[src/rtl/arbiter_wrr_lock.sv]
// Weighted round-robin arbiter with per-packet grant lock.
// Combinational grant from requests and registered turn/lock state.
module arbiter_wrr_lock #(
  parameter int REQUESTER_COUNT     = 4,
  parameter int LOG_REQUESTER_COUNT = $clog2(REQUESTER_COUNT),
  parameter int WEIGHT_WIDTH        = 4
) (
  input  logic                                    CLK,
  input  logic                                    nRST,
  input  logic [REQUESTER_COUNT-1:0]              req_vec,
  input  logic [REQUESTER_COUNT-1:0]              req_last_vec,
  input  logic [REQUESTER_COUNT*WEIGHT_WIDTH-1:0] weight_by_req,
  input  logic                                    ack_ready,
  output logic                                    ack_valid,
  output logic [REQUESTER_COUNT-1:0]              ack_one_hot,
  output logic [LOG_REQUESTER_COUNT-1:0]          ack_index,
  output logic                                    locked
);

  localparam int N  = REQUESTER_COUNT;
  localparam int L  = LOG_REQUESTER_COUNT;
  localparam int WW = WEIGHT_WIDTH;

  typedef logic [L-1:0]  idx_t;
  typedef logic [WW-1:0] wt_t;

  idx_t rr_ptr_q, rr_ptr_d;
  idx_t lock_index_q, lock_index_d;
  wt_t  credit_count_q, credit_count_d;
  logic lock_valid_q, lock_valid_d;

  logic        gnt_valid;
  idx_t        gnt_idx;
  logic [L:0]  scan;
  logic        gnt_last;
  wt_t         gnt_weight;
  wt_t         cur_credit;
  logic [WW:0] credit_inc;
  logic [WW:0] weight_eff;
  logic        accept;

  always_comb begin
    gnt_valid = 1'b0;
    gnt_idx   = '0;
    scan      = '0;
    if (lock_valid_q) begin
      gnt_valid = req_vec[lock_index_q];
      gnt_idx   = lock_index_q;
    end else begin
      for (int k = 0; k < N; k++) begin
        scan = {1'b0, rr_ptr_q} + (L+1)'(k);
        if (scan >= (L+1)'(N)) scan = scan - (L+1)'(N);
        if (!gnt_valid && req_vec[scan[L-1:0]]) begin
          gnt_valid = 1'b1;
          gnt_idx   = scan[L-1:0];
        end
      end
    end
  end

  always_comb begin
    gnt_last   = req_last_vec[gnt_idx];
    gnt_weight = '0;
    for (int i = 0; i < N; i++) begin
      if (gnt_idx == idx_t'(i)) gnt_weight = weight_by_req[i*WW +: WW];
    end
    // A stolen turn starts fresh; the idle owner's credit is dropped.
    cur_credit = (gnt_idx == rr_ptr_q) ? credit_count_q : '0;
    weight_eff = (gnt_weight == '0) ? (WW+1)'(1) : {1'b0, gnt_weight};
    credit_inc = {1'b0, cur_credit} + (WW+1)'(1);
  end

  assign accept = gnt_valid & ack_ready;

  always_comb begin
    rr_ptr_d       = rr_ptr_q;
    credit_count_d = credit_count_q;
    lock_valid_d   = lock_valid_q;
    lock_index_d   = lock_index_q;
    if (accept) begin
      if (!gnt_last) begin
        lock_valid_d = 1'b1;
        lock_index_d = gnt_idx;
      end else begin
        lock_valid_d = 1'b0;
        if (credit_inc < weight_eff) begin
          rr_ptr_d       = gnt_idx;
          credit_count_d = credit_inc[WW-1:0];
        end else begin
          rr_ptr_d       = (gnt_idx == idx_t'(N-1)) ? '0 : gnt_idx + idx_t'(1);
          credit_count_d = '0;
        end
      end
    end
  end

  always_ff @(posedge CLK or negedge nRST) begin
    if (!nRST) begin
      rr_ptr_q       <= '0;
      credit_count_q <= '0;
      lock_valid_q   <= 1'b0;
      lock_index_q   <= '0;
    end else begin
      rr_ptr_q       <= rr_ptr_d;
      credit_count_q <= credit_count_d;
      lock_valid_q   <= lock_valid_d;
      lock_index_q   <= lock_index_d;
    end
  end

  always_comb begin
    ack_one_hot = '0;
    for (int i = 0; i < N; i++) begin
      ack_one_hot[i] = gnt_valid && (gnt_idx == idx_t'(i));
    end
  end

  assign ack_valid = gnt_valid;
  assign ack_index = gnt_valid ? gnt_idx : '0;
  assign locked    = lock_valid_q;

  // A stalled grantee must hold its request and last flag.
  a_hold_stalled : assert property (
    @(posedge CLK) disable iff (!nRST)
    (ack_valid && !ack_ready) |=>
      ((req_vec & $past(ack_one_hot)) == $past(ack_one_hot)) &&
      (((req_last_vec ^ $past(req_last_vec)) & $past(ack_one_hot)) == '0)
  );

endmodule

[config.mk]
export PLATFORM = sky130hd
export DESIGN_NAME = arbiter_wrr_lock
export DESIGN_NICKNAME = d
export VERILOG_FILES = /design/src/rtl/arbiter_wrr_lock.sv
export SDC_FILE = /design/constraint.sdc
export NUM_CORES = 1
export LEC_CHECK = 0
export ABC_AREA = 1
export BUFFER_PORTS_ARGS = -buffer_cell sky130_fd_sc_hd__buf_2
export CORE_MARGIN = 3
export CORE_UTILIZATION = 35
export CTS_BUF_LIST = sky130_fd_sc_hd__clkbuf_8
export DETAILED_ROUTE_END_ITERATION = 7
export MAX_ROUTING_LAYER = met4
export PLACE_DENSITY_LB_ADDON = 0.25
export RECOVER_POWER = 100
export SLEW_MARGIN = 20
export SYNTH_ARGS = -nofsm -noshare
export SYNTH_HDL_FRONTEND = slang
export SYNTH_SLANG_ARGS = --single-unit
[constraint.sdc]
create_clock -name CLK -period 2.7 [get_ports CLK]
set_input_delay 0.54 -clock CLK [delete_from_list [all_inputs] [get_ports CLK]]
set_output_delay 0.54 -clock CLK [all_outputs]
set_load 0.03 [all_outputs]
==> results of run 1 <==
==> cell type report <==
cell class | count | area [um^2]
clock buffer | 3 | 41.3
clock inverter | 1 | 3.75
fill | 288 | 1110
inverter | 27 | 116
multi-input combinational | 153 | 1010
sequential | 9 | 228
tap | 44 | 55.1
timing repair buffer | 83 | 586
==> registers in the layout (all words and copies together), names as in the netlist <==
register and count:
locked 1, rr_ptr_q 2, lock_index_q 2, credit_count_q 4
==> timing repair <==
item                       CTS  global route
hold buffers                 0             0
setup endpoints to repair   11            14
pin swaps                    7            23
gates resized for setup     42            16
setup buffers               13             5
==> cells in the mapped netlist <==
| master | count |
|---|---|
| sky130_fd_sc_hd__xor2_1 | 1 |
| sky130_fd_sc_hd__inv_1 | 23 |
| sky130_fd_sc_hd__o211ai_1 | 1 |
| sky130_fd_sc_hd__nand2_1 | 57 |
| sky130_fd_sc_hd__nor2_2 | 1 |
| sky130_fd_sc_hd__nand2_2 | 13 |
| sky130_fd_sc_hd__a21oi_1 | 10 |
| sky130_fd_sc_hd__ha_1 | 8 |
| sky130_fd_sc_hd__inv_2 | 2 |
| sky130_fd_sc_hd__a31oi_1 | 3 |
| sky130_fd_sc_hd__o31ai_1 | 1 |
| sky130_fd_sc_hd__o22ai_1 | 2 |
| sky130_fd_sc_hd__o21ai_1 | 4 |
| sky130_fd_sc_hd__nand3_1 | 16 |
| sky130_fd_sc_hd__nor3_1 | 1 |
| sky130_fd_sc_hd__nand3_2 | 4 |
| sky130_fd_sc_hd__o21ai_0 | 12 |
| sky130_fd_sc_hd__xnor2_2 | 1 |
| sky130_fd_sc_hd__inv_4 | 2 |
| sky130_fd_sc_hd__nand2_4 | 3 |
| sky130_fd_sc_hd__nor2_1 | 10 |
| sky130_fd_sc_hd__nand4_1 | 2 |
| sky130_fd_sc_hd__dfrtp_1 | 9 |
| sky130_fd_sc_hd__nor2_4 | 3 |
| sky130_fd_sc_hd__buf_6 | 2 |
==> worst min path at each step <==
stage	startpoint	slack, ns	endpoint
final	nRST	0.23	credit_count_q[2]
after global routing	nRST	0.27	lock_index_q[0]
after CTS	nRST	0.15	credit_count_q[2]
after detailed placement	nRST	0.40	credit_count_q[0]
after global placement	nRST	0.40	credit_count_q[2]
after floorplan	nRST	0.24	credit_count_q[0]
==> layout by cell type, fill, tap and decap left out <==
cell,n
sky130_fd_sc_hd__a31oi_1,2
sky130_fd_sc_hd__clkbuf_1,2
sky130_fd_sc_hd__nand3_1,12
sky130_fd_sc_hd__xor2_1,1
sky130_fd_sc_hd__ha_4,3
sky130_fd_sc_hd__nor2_2,4
sky130_fd_sc_hd__inv_2,6
sky130_fd_sc_hd__inv_1,16
sky130_fd_sc_hd__o22ai_1,2
sky130_fd_sc_hd__o31ai_2,1
sky130_fd_sc_hd__o21ai_1,6
sky130_fd_sc_hd__ha_1,3
sky130_fd_sc_hd__xnor2_2,1
sky130_fd_sc_hd__nor2_1,5
sky130_fd_sc_hd__nand3_2,6
sky130_fd_sc_hd__nand2_4,5
sky130_fd_sc_hd__ha_2,2
sky130_fd_sc_hd__o21ai_2,1
sky130_fd_sc_hd__nand4_1,2
sky130_fd_sc_hd__nand2_2,25
sky130_fd_sc_hd__a21oi_1,8
sky130_fd_sc_hd__nor2_4,5
sky130_fd_sc_hd__a21oi_2,2
sky130_fd_sc_hd__o21ai_0,9
sky130_fd_sc_hd__buf_4,44
sky130_fd_sc_hd__a31oi_2,1
sky130_fd_sc_hd__nand3_4,2
sky130_fd_sc_hd__o211ai_1,1
sky130_fd_sc_hd__buf_6,10
sky130_fd_sc_hd__nand2_1,43
sky130_fd_sc_hd__dfrtp_2,2
sky130_fd_sc_hd__dfrtp_1,7
sky130_fd_sc_hd__buf_2,27
sky130_fd_sc_hd__clkbuf_8,3
sky130_fd_sc_hd__inv_4,6
sky130_fd_sc_hd__nor3_1,1
==> worst max-delay path: cells and delay by family, from the launching register on <==
kind / cells / cell delay, ns
buffers and inverters: 3 / 0.26
AO/OA/AOI/OAI: 3 / 0.51
flip-flops: 1 / 0.45
adder cells (fa/ha/maj): 2 / 0.50
AND/OR/NAND/NOR: 15 / 1.38
==> kinds of logic (layout without fill, tap and decap cells) <==
kind of cell | after synthesis | in the layout | share of synthesized area (%)
AOI/OAI and AO/OA | 33 | 33 | 14.7
buffers and inverters | 29 | 114 | 10.7
and+or+nand+nor | 110 | 110 | 45.4
DFF | 9 | 9 | 18.8
xor gates and xnor gates | 2 | 2 | 2.09
adders and majority gates | 8 | 8 | 8.34
==> per-stage QoR <==
step	setup TNS [ns]	setup WS, ns	instance area (um^2)
after floorplan	-0.472	-0.121	1240
after global placement	-3.18	-0.552	1670
after detailed placement	-3.18	-0.562	1670
after CTS	-2.52	-0.381	1950
after global routing	-6.11	-0.721	2040
final	-3.72	-0.519	2040
==> layer usage <==
layer / part of all wire (%) / GRT usage, % / vias up / wire, um
met4: 0.66 / 3.96 / 0 / 26
met5: 0 / - / - / 0
met3: 4.4 / 2.25 / 4 / 173
li1: - / - / 794 / -
met1: 43 / 24.0 / 705 / 1700
met2: 52 / 32.1 / 42 / 2060
==> qor_table.md, run 1 <==
| Metric | Value | Unit |
|:---|:---|:---|
| Result of the run | finished with violations | - |
| Violated checks | negative setup slack | - |
| CP Launch Type | flop | - |
| Number of clock buffers inserted by TritonCTS | 3 | - |
| Register bit count reported by yosys | 9 | - |
| Final Slew Violations | 0 | - |
| Final setup margin | -0.519 | ns |
| Width of the die | 64.6 | um |
| Largest net degree at the start of global routing | 11 | - |
| Utilization after layout | 64.8 | % |
| Final setup violation count | 12 | - |
| Non-filler instance count after layout | 320 | - |
| Wire length of the first global-routing pass | 6210 | um |
| Fin. Hold Viols | 0 | - |
| Initial core utilization | 38.1 | % |
| Antenna violations before repair | 0 | - |
| Warnings, synthesis | 0 | - |
| Global Route Usage Sum | 18.8 | % |
| Initial DRC count | 95 | - |
| RD Place Congestion | 0.858 | - |
| I/O pin cnt | 35 | - |
| Root Buffer Master | sky130_fd_sc_hd__clkbuf_8 | - |
| Period Utilization, post-route | 119 | % |
| Worst flop-to-flop path startpoint | rr_ptr_q[0] | - |
| Height of the die | 64.6 | um |
| Fraction of layout cells with a size suffix above 1 | 56.5 | % |
| Setup clock skew after layout | 0.00472 | ns |
| Floorplan die area | 0.00417 | mm^2 |
| Required time at the worst-slack endpoint | 2.82 | ns |
| Clock tree from TritonCTS | built | - |
| Data arrival time of the critical path | 3.33 | ns |
| Unrepaired setup endpoints after global routing | true | - |
| Number of placed instances, taps included | 298 | - |
| Final global-route overflow total | 0 | - |
| Number of cell rows | 20 | - |
| Detailed-router iteration count before antenna repair | 4 | - |
| Share of the yosys chip area belonging to registers | 18.8 | % |
| Post-synth design cell area | 0.00120 | mm^2 |
| Clock network latency to the later pin of the worst-skew pair | 0.23 | ns |
| Critical path cell sequence | buf_6 -> nand2_2 -> nand2_2 -> nand2_2 -> nand2_4 -> nor2_4 -> nand3_4 -> nand3_2 -> nand3_4 -> nand2_4 -> inv_4 -> ha_4 -> inv_4 -> nor2_1 -> o31ai_2 -> o21ai_1 -> ha_1 -> a21oi_1 -> nand2_1 -> nand2_2 -> nand3_1 -> nand3_2 -> nand2_1 | - |
| Yosys top cell area share | 18.8 | % |
| Worst path max stage delay | 0.45 | ns |
| Post-Syn Area per Cell | 6.28 | um^2 |
| Startpoint of the worst setup timing path | rr_ptr_q[0] | - |
| Distinct cell type count after synthesis | 25 | - |
| Peak Freq | 311 | MHz |
| Worst min-delay path category | input port to async pin | - |
| Number of instances in the synthesized netlist | 191 | - |
| Minimum period implied by the final worst setup slack | 3.22 | ns |
| Actual slew at the worst max-slew pin | 0.469 | ns |
| Clock-pin slew on the worst setup and hold paths | 0.05 | ns |
| P&R area growth vs syn | 70.3 | % |
| Vias in the first global route | 1492 | - |
| Number of violations of the max-capacitance limit | 0 | - |
| Ranking of synthesized cells by area | sky130_fd_sc_hd__dfrtp_1, sky130_fd_sc_hd__nand2_1, sky130_fd_sc_hd__ha_1 | - |
| Crit path kind | flop to flop | - |
| Layout Nets | 312 | - |
| Buffers added on ports | 34 | - |
| Worst max-slew margin expressed relative to the limit | 68.8 | % |
| Critical Path Fanout Max | 6 | - |
| Critical R2R Capture | rr_ptr_q[0] | - |
| Cell type contributing the most total cell area after synthesis | sky130_fd_sc_hd__dfrtp_1 | - |
| Maximum clock path buffer count | 2 | - |
| Cell at the slowest stage of the critical path | sky130_fd_sc_hd__dfrtp_2 | - |
| CP endpoint | rr_ptr_q[0] | - |
| Mean routed wirelength per cell | 12.4 | um |
| Via count of the routed design | 1545 | - |
| Net count of the mapped netlist | 226 | - |
| Register-to-Register Path Depth | 23 | - |
| Element type at the critical path end | flop | - |
| Count of nets left with antenna violations after detail routing | 0 | - |
| Worst-case register-to-register setup slack | -0.52 | ns |
| WL final | 3960 | um |
| Diode insertion count for antenna repair | 0 | - |
| DP Wirelength | 2790 | um |
| Most frequent cell on the critical path | sky130_fd_sc_hd__nand2_2 | - |
| Clock sink count | 9 | - |
| DRC violations left | 0 | - |
| Count of H-tree levels built during CTS | 1 | - |
| Via-per-instance ratio | 4.83 | - |
| Fin Hold WS | 0.233 | ns |
| CORE AREA | 0.00315 | mm^2 |
Power of run 1 is not shown: default switching activity piles up to over one toggle a cycle in this logic, so the estimate is an artifact.
==> run 2, diff against run 1 <==
--- a/config.mk
+++ b/config.mk
@@ -8,10 +8,9 @@
 export ABC_AREA = 1
 export BUFFER_PORTS_ARGS = -buffer_cell sky130_fd_sc_hd__buf_2
 export CORE_MARGIN = 3
-export CORE_UTILIZATION = 35
+export CORE_UTILIZATION = 54
 export CTS_BUF_LIST = sky130_fd_sc_hd__clkbuf_8
 export DETAILED_ROUTE_END_ITERATION = 7
-export MAX_ROUTING_LAYER = met4
 export PLACE_DENSITY_LB_ADDON = 0.25
 export RECOVER_POWER = 100
 export SLEW_MARGIN = 20
==> constraint.sdc (replaced) <==
create_clock -name CLK -period 3.2 [get_ports CLK]
set_input_delay 0.64 -clock CLK [delete_from_list [all_inputs] [get_ports CLK]]
set_output_delay 0.64 -clock CLK [all_outputs]
set_load 0.03 [all_outputs]
==> run 2 against run 1 <==
The flow still finishes with violations (negative setup slack). First-iteration DRC count down 54%. Maximum frequency down 2.1%. Via count down 0.26%. Worst setup slack better by 0.43 ns. Register-to-register slack better by 0.43 ns. Core utilization up 19 points. Non-clock buffer count down 24. Die area down 32%. Global-route usage up 10 points. Clock skew up 0.0017 ns. Count of clock-buffer cells in the layout unchanged. Cell count down 13%. Critical endpoint is now rr_ptr_q[1]. Highest routed layer unchanged.
==> qor_table.md, run 2 (synthesized netlist as in run 1, its figures left out) <==
| Metric | Value | Unit | Delta |
|:---|:---|:---|:---|
| Result of the run | finished with violations | - |  |
| Violated checks | negative setup slack | - |  |
| Final Slew Violations | 0 | - | unchanged |
| Critical Path Fanout Max | 8 | - | +2 |
| Finished Cell Area | 0.00170 | mm^2 | -17% |
| I/O pin cnt | 35 | - | unchanged |
| Initial DRC count | 44 | - | -54% |
| Floorplan die area | 0.00282 | mm^2 | -32% |
| Number of clock buffers inserted by TritonCTS | 3 | - | unchanged |
| Largest net degree at the start of global routing | 11 | - | unchanged |
| Most frequent cells in the layout | sky130_fd_sc_hd__nand2_1, sky130_fd_sc_hd__buf_2, sky130_fd_sc_hd__buf_4 | - |  |
| Count of H-tree levels built during CTS | 1 | - | unchanged |
| Via count of the routed design | 1541 | - | -0.26% |
| Final setup violation count | 6 | - | -6 |
| Data arrival time of the critical path | 3.41 | ns | +0.08 ns |
| Buffers added on ports | 34 | - | unchanged |
| Global Route Usage Sum | 29.2 | % | +10 points |
| Unrepaired setup endpoints after global routing | true | - |  |
| Worst max-slew margin expressed relative to the limit | 68.3 | % | -0.48 points |
| Register name with the most flops | credit_count_q | - |  |
| Fin. Hold Viols | 0 | - | unchanged |
| Minimum period implied by the final worst setup slack | 3.29 | ns | +0.0696 ns |
| Clock tree from TritonCTS | built | - |  |
| P&R area growth vs syn | 42.0 | % |  |
| Count of hold buffers inserted by post-cts repair | 0 | - | unchanged |
| Mean routed wirelength per cell | 14.8 | um | +20% |
| Maximum clock path buffer count | 2 | - | unchanged |
| Peak Freq | 304 | MHz | -2.1% |
| Period Utilization, post-route | 103 | % | -16 points |
| Clock sink count | 9 | - | unchanged |
| Via-per-instance ratio | 5.52 | - | +14% |
| Antenna violations before repair | 0 | - | unchanged |
| Vias in the first global route | 1408 | - | -5.6% |
| DP Wirelength | 2990 | um | +7.1% |
| Final global-route overflow total | 0 | - | unchanged |
| Actual slew at the worst max-slew pin | 0.476 | ns | +0.00722 ns |
| CP Launch Type | flop | - |  |
| Setup clock skew after layout | 0.00645 | ns | +0.00172 ns |
| Most frequent standard cell in the layout excluding fill and tap cells | sky130_fd_sc_hd__nand2_1 | - |  |
| Clock network latency to the later pin of the worst-skew pair | 0.24 | ns | about the same |
| Layout Nets | 288 | - | -7.7% |
| RD Place Congestion | 0.911 | - | +6.2% |
| Root Buffer Master | sky130_fd_sc_hd__clkbuf_8 | - |  |
| Largest register FFs | 4 | - | unchanged |
| Element type at the critical path end | flop | - |  |
| Number of cell rows | 16 | - | -20% |
| Final setup margin | -0.0889 | ns | +0.430 ns |
| Height of the die | 53.1 | um | -18% |
| WL final | 4130 | um | +4.3% |
| Number of violations of the max-capacitance limit | 0 | - | unchanged |
| Clock-pin slew on the worst setup and hold paths | 0.05 | ns | about the same |
| DRC violations left | 0 | - | unchanged |
| CORE AREA | 0.00204 | mm^2 | -35% |
| Initial core utilization | 58.8 | % | +21 points |
| Top flop regs | credit_count_q (4), lock_index_q (2), rr_ptr_q (2) | - |  |
| Worst min-delay path category | input port to async pin | - |  |
| Detailed-router iteration count before antenna repair | 4 | - | unchanged |
| Required time at the worst-slack endpoint | 3.32 | ns | +0.50 ns |
| Crit path kind | flop to flop | - |  |
| Count of nets left with antenna violations after detail routing | 0 | - | unchanged |
| Diode insertion count for antenna repair | 0 | - | unchanged |
| Placement Cell Area | 0.00153 | mm^2 | -8.4% |
| Width of the die | 53.1 | um | -18% |
| Fraction of layout cells with a size suffix above 1 | 44.8 | % | -12 points |
| Wire length of the first global-routing pass | 6030 | um | -2.9% |
## run 2: metal layers
| metal | track usage, % | routed length [um] | up-vias |
|---|---|---|---|
| li1 | - | - | 743 |
| met1 | 34.6 | 1650 | 701 |
| met2 | 52.1 | 2050 | 77 |
| met3 | 3.94 | 282 | 20 |
| met4 | 11.9 | 150 | 0 |
| met5 | 0 | 0 | - |
## run 2: per-stage QoR
stage          utilization (%)  setup TNS [ns]  hold WS (ns)  std cells  setup WS [ns]
2_1_floorplan                -               0         0.344        191          0.153
3_3_place_gp              75.0          -0.110         0.492        270        -0.0611
3_5_place_dp              75.0           -1.24         0.494        270         -0.242
4_1_cts                   78.1               0         0.247        275        0.00925
5_1_grt                   83.5           -1.90         0.347        279         -0.302
6_report                  83.5          -0.252         0.332        279        -0.0889
## run 2: final timing paths
kind                                      start         endpoint  slack (ns)  cells past startpoint
worst max register to register      rr_ptr_q[1]      rr_ptr_q[1]       -0.09                     26
worst min-delay path                       nRST  lock_index_q[0]        0.33                      1
max in group asynchronous                  nRST      rr_ptr_q[0]        2.52                      1
worst max-delay path                rr_ptr_q[1]      rr_ptr_q[1]       -0.09                     26
worst min register to register  lock_index_q[0]  lock_index_q[0]        0.55                      2
min in group CLK                lock_index_q[0]  lock_index_q[0]        0.55                      2
## run 2: layout make-up
type | instances | area [um^2]
timing repair buffer | 59 | 364
tap | 27 | 33.8
multi-input combinational | 153 | 922
inverter | 27 | 111
clock inverter | 1 | 3.75
fill | 135 | 338
sequential | 9 | 228
clock buffer | 3 | 41.3
## run 2: worst max-delay path, stage by stage, from the launching register on
cell and delay (ns):
sky130_fd_sc_hd__dfrtp_2 0.49, sky130_fd_sc_hd__inv_4 0.09, sky130_fd_sc_hd__nand2_1 0.09, sky130_fd_sc_hd__nand2_2 0.06, sky130_fd_sc_hd__nand2_2 0.08, sky130_fd_sc_hd__nand2_4 0.07, sky130_fd_sc_hd__nor2_4 0.15, sky130_fd_sc_hd__nand2_2 0.07
sky130_fd_sc_hd__o21ai_1 0.15, sky130_fd_sc_hd__inv_1 0.06, sky130_fd_sc_hd__nand2_2 0.11, sky130_fd_sc_hd__nand2_4 0.10, sky130_fd_sc_hd__inv_4 0.09, sky130_fd_sc_hd__ha_2 0.19, sky130_fd_sc_hd__a21oi_1 0.08, sky130_fd_sc_hd__o31ai_1 0.23
sky130_fd_sc_hd__o21ai_1 0.13, sky130_fd_sc_hd__ha_1 0.33, sky130_fd_sc_hd__nand2_1 0.06, sky130_fd_sc_hd__inv_1 0.05, sky130_fd_sc_hd__nand2_1 0.05, sky130_fd_sc_hd__nand2_1 0.07, sky130_fd_sc_hd__nand2_2 0.09, sky130_fd_sc_hd__nand2_4 0.11
sky130_fd_sc_hd__nand2_2 0.05, sky130_fd_sc_hd__nand3_1 0.08, sky130_fd_sc_hd__nand2_1 0.05
## run 2: timing repair
| action | CTS | global route |
|---|---|---|
| resized for setup | 7 | 30 |
| pin swaps | 3 | 22 |
| setup buffers | 1 | 4 |
| hold endpoints to repair | 0 | 0 |
| endpoints found under the setup margin | 7 | 10 |
Power of run 2 is left out for the same reason.
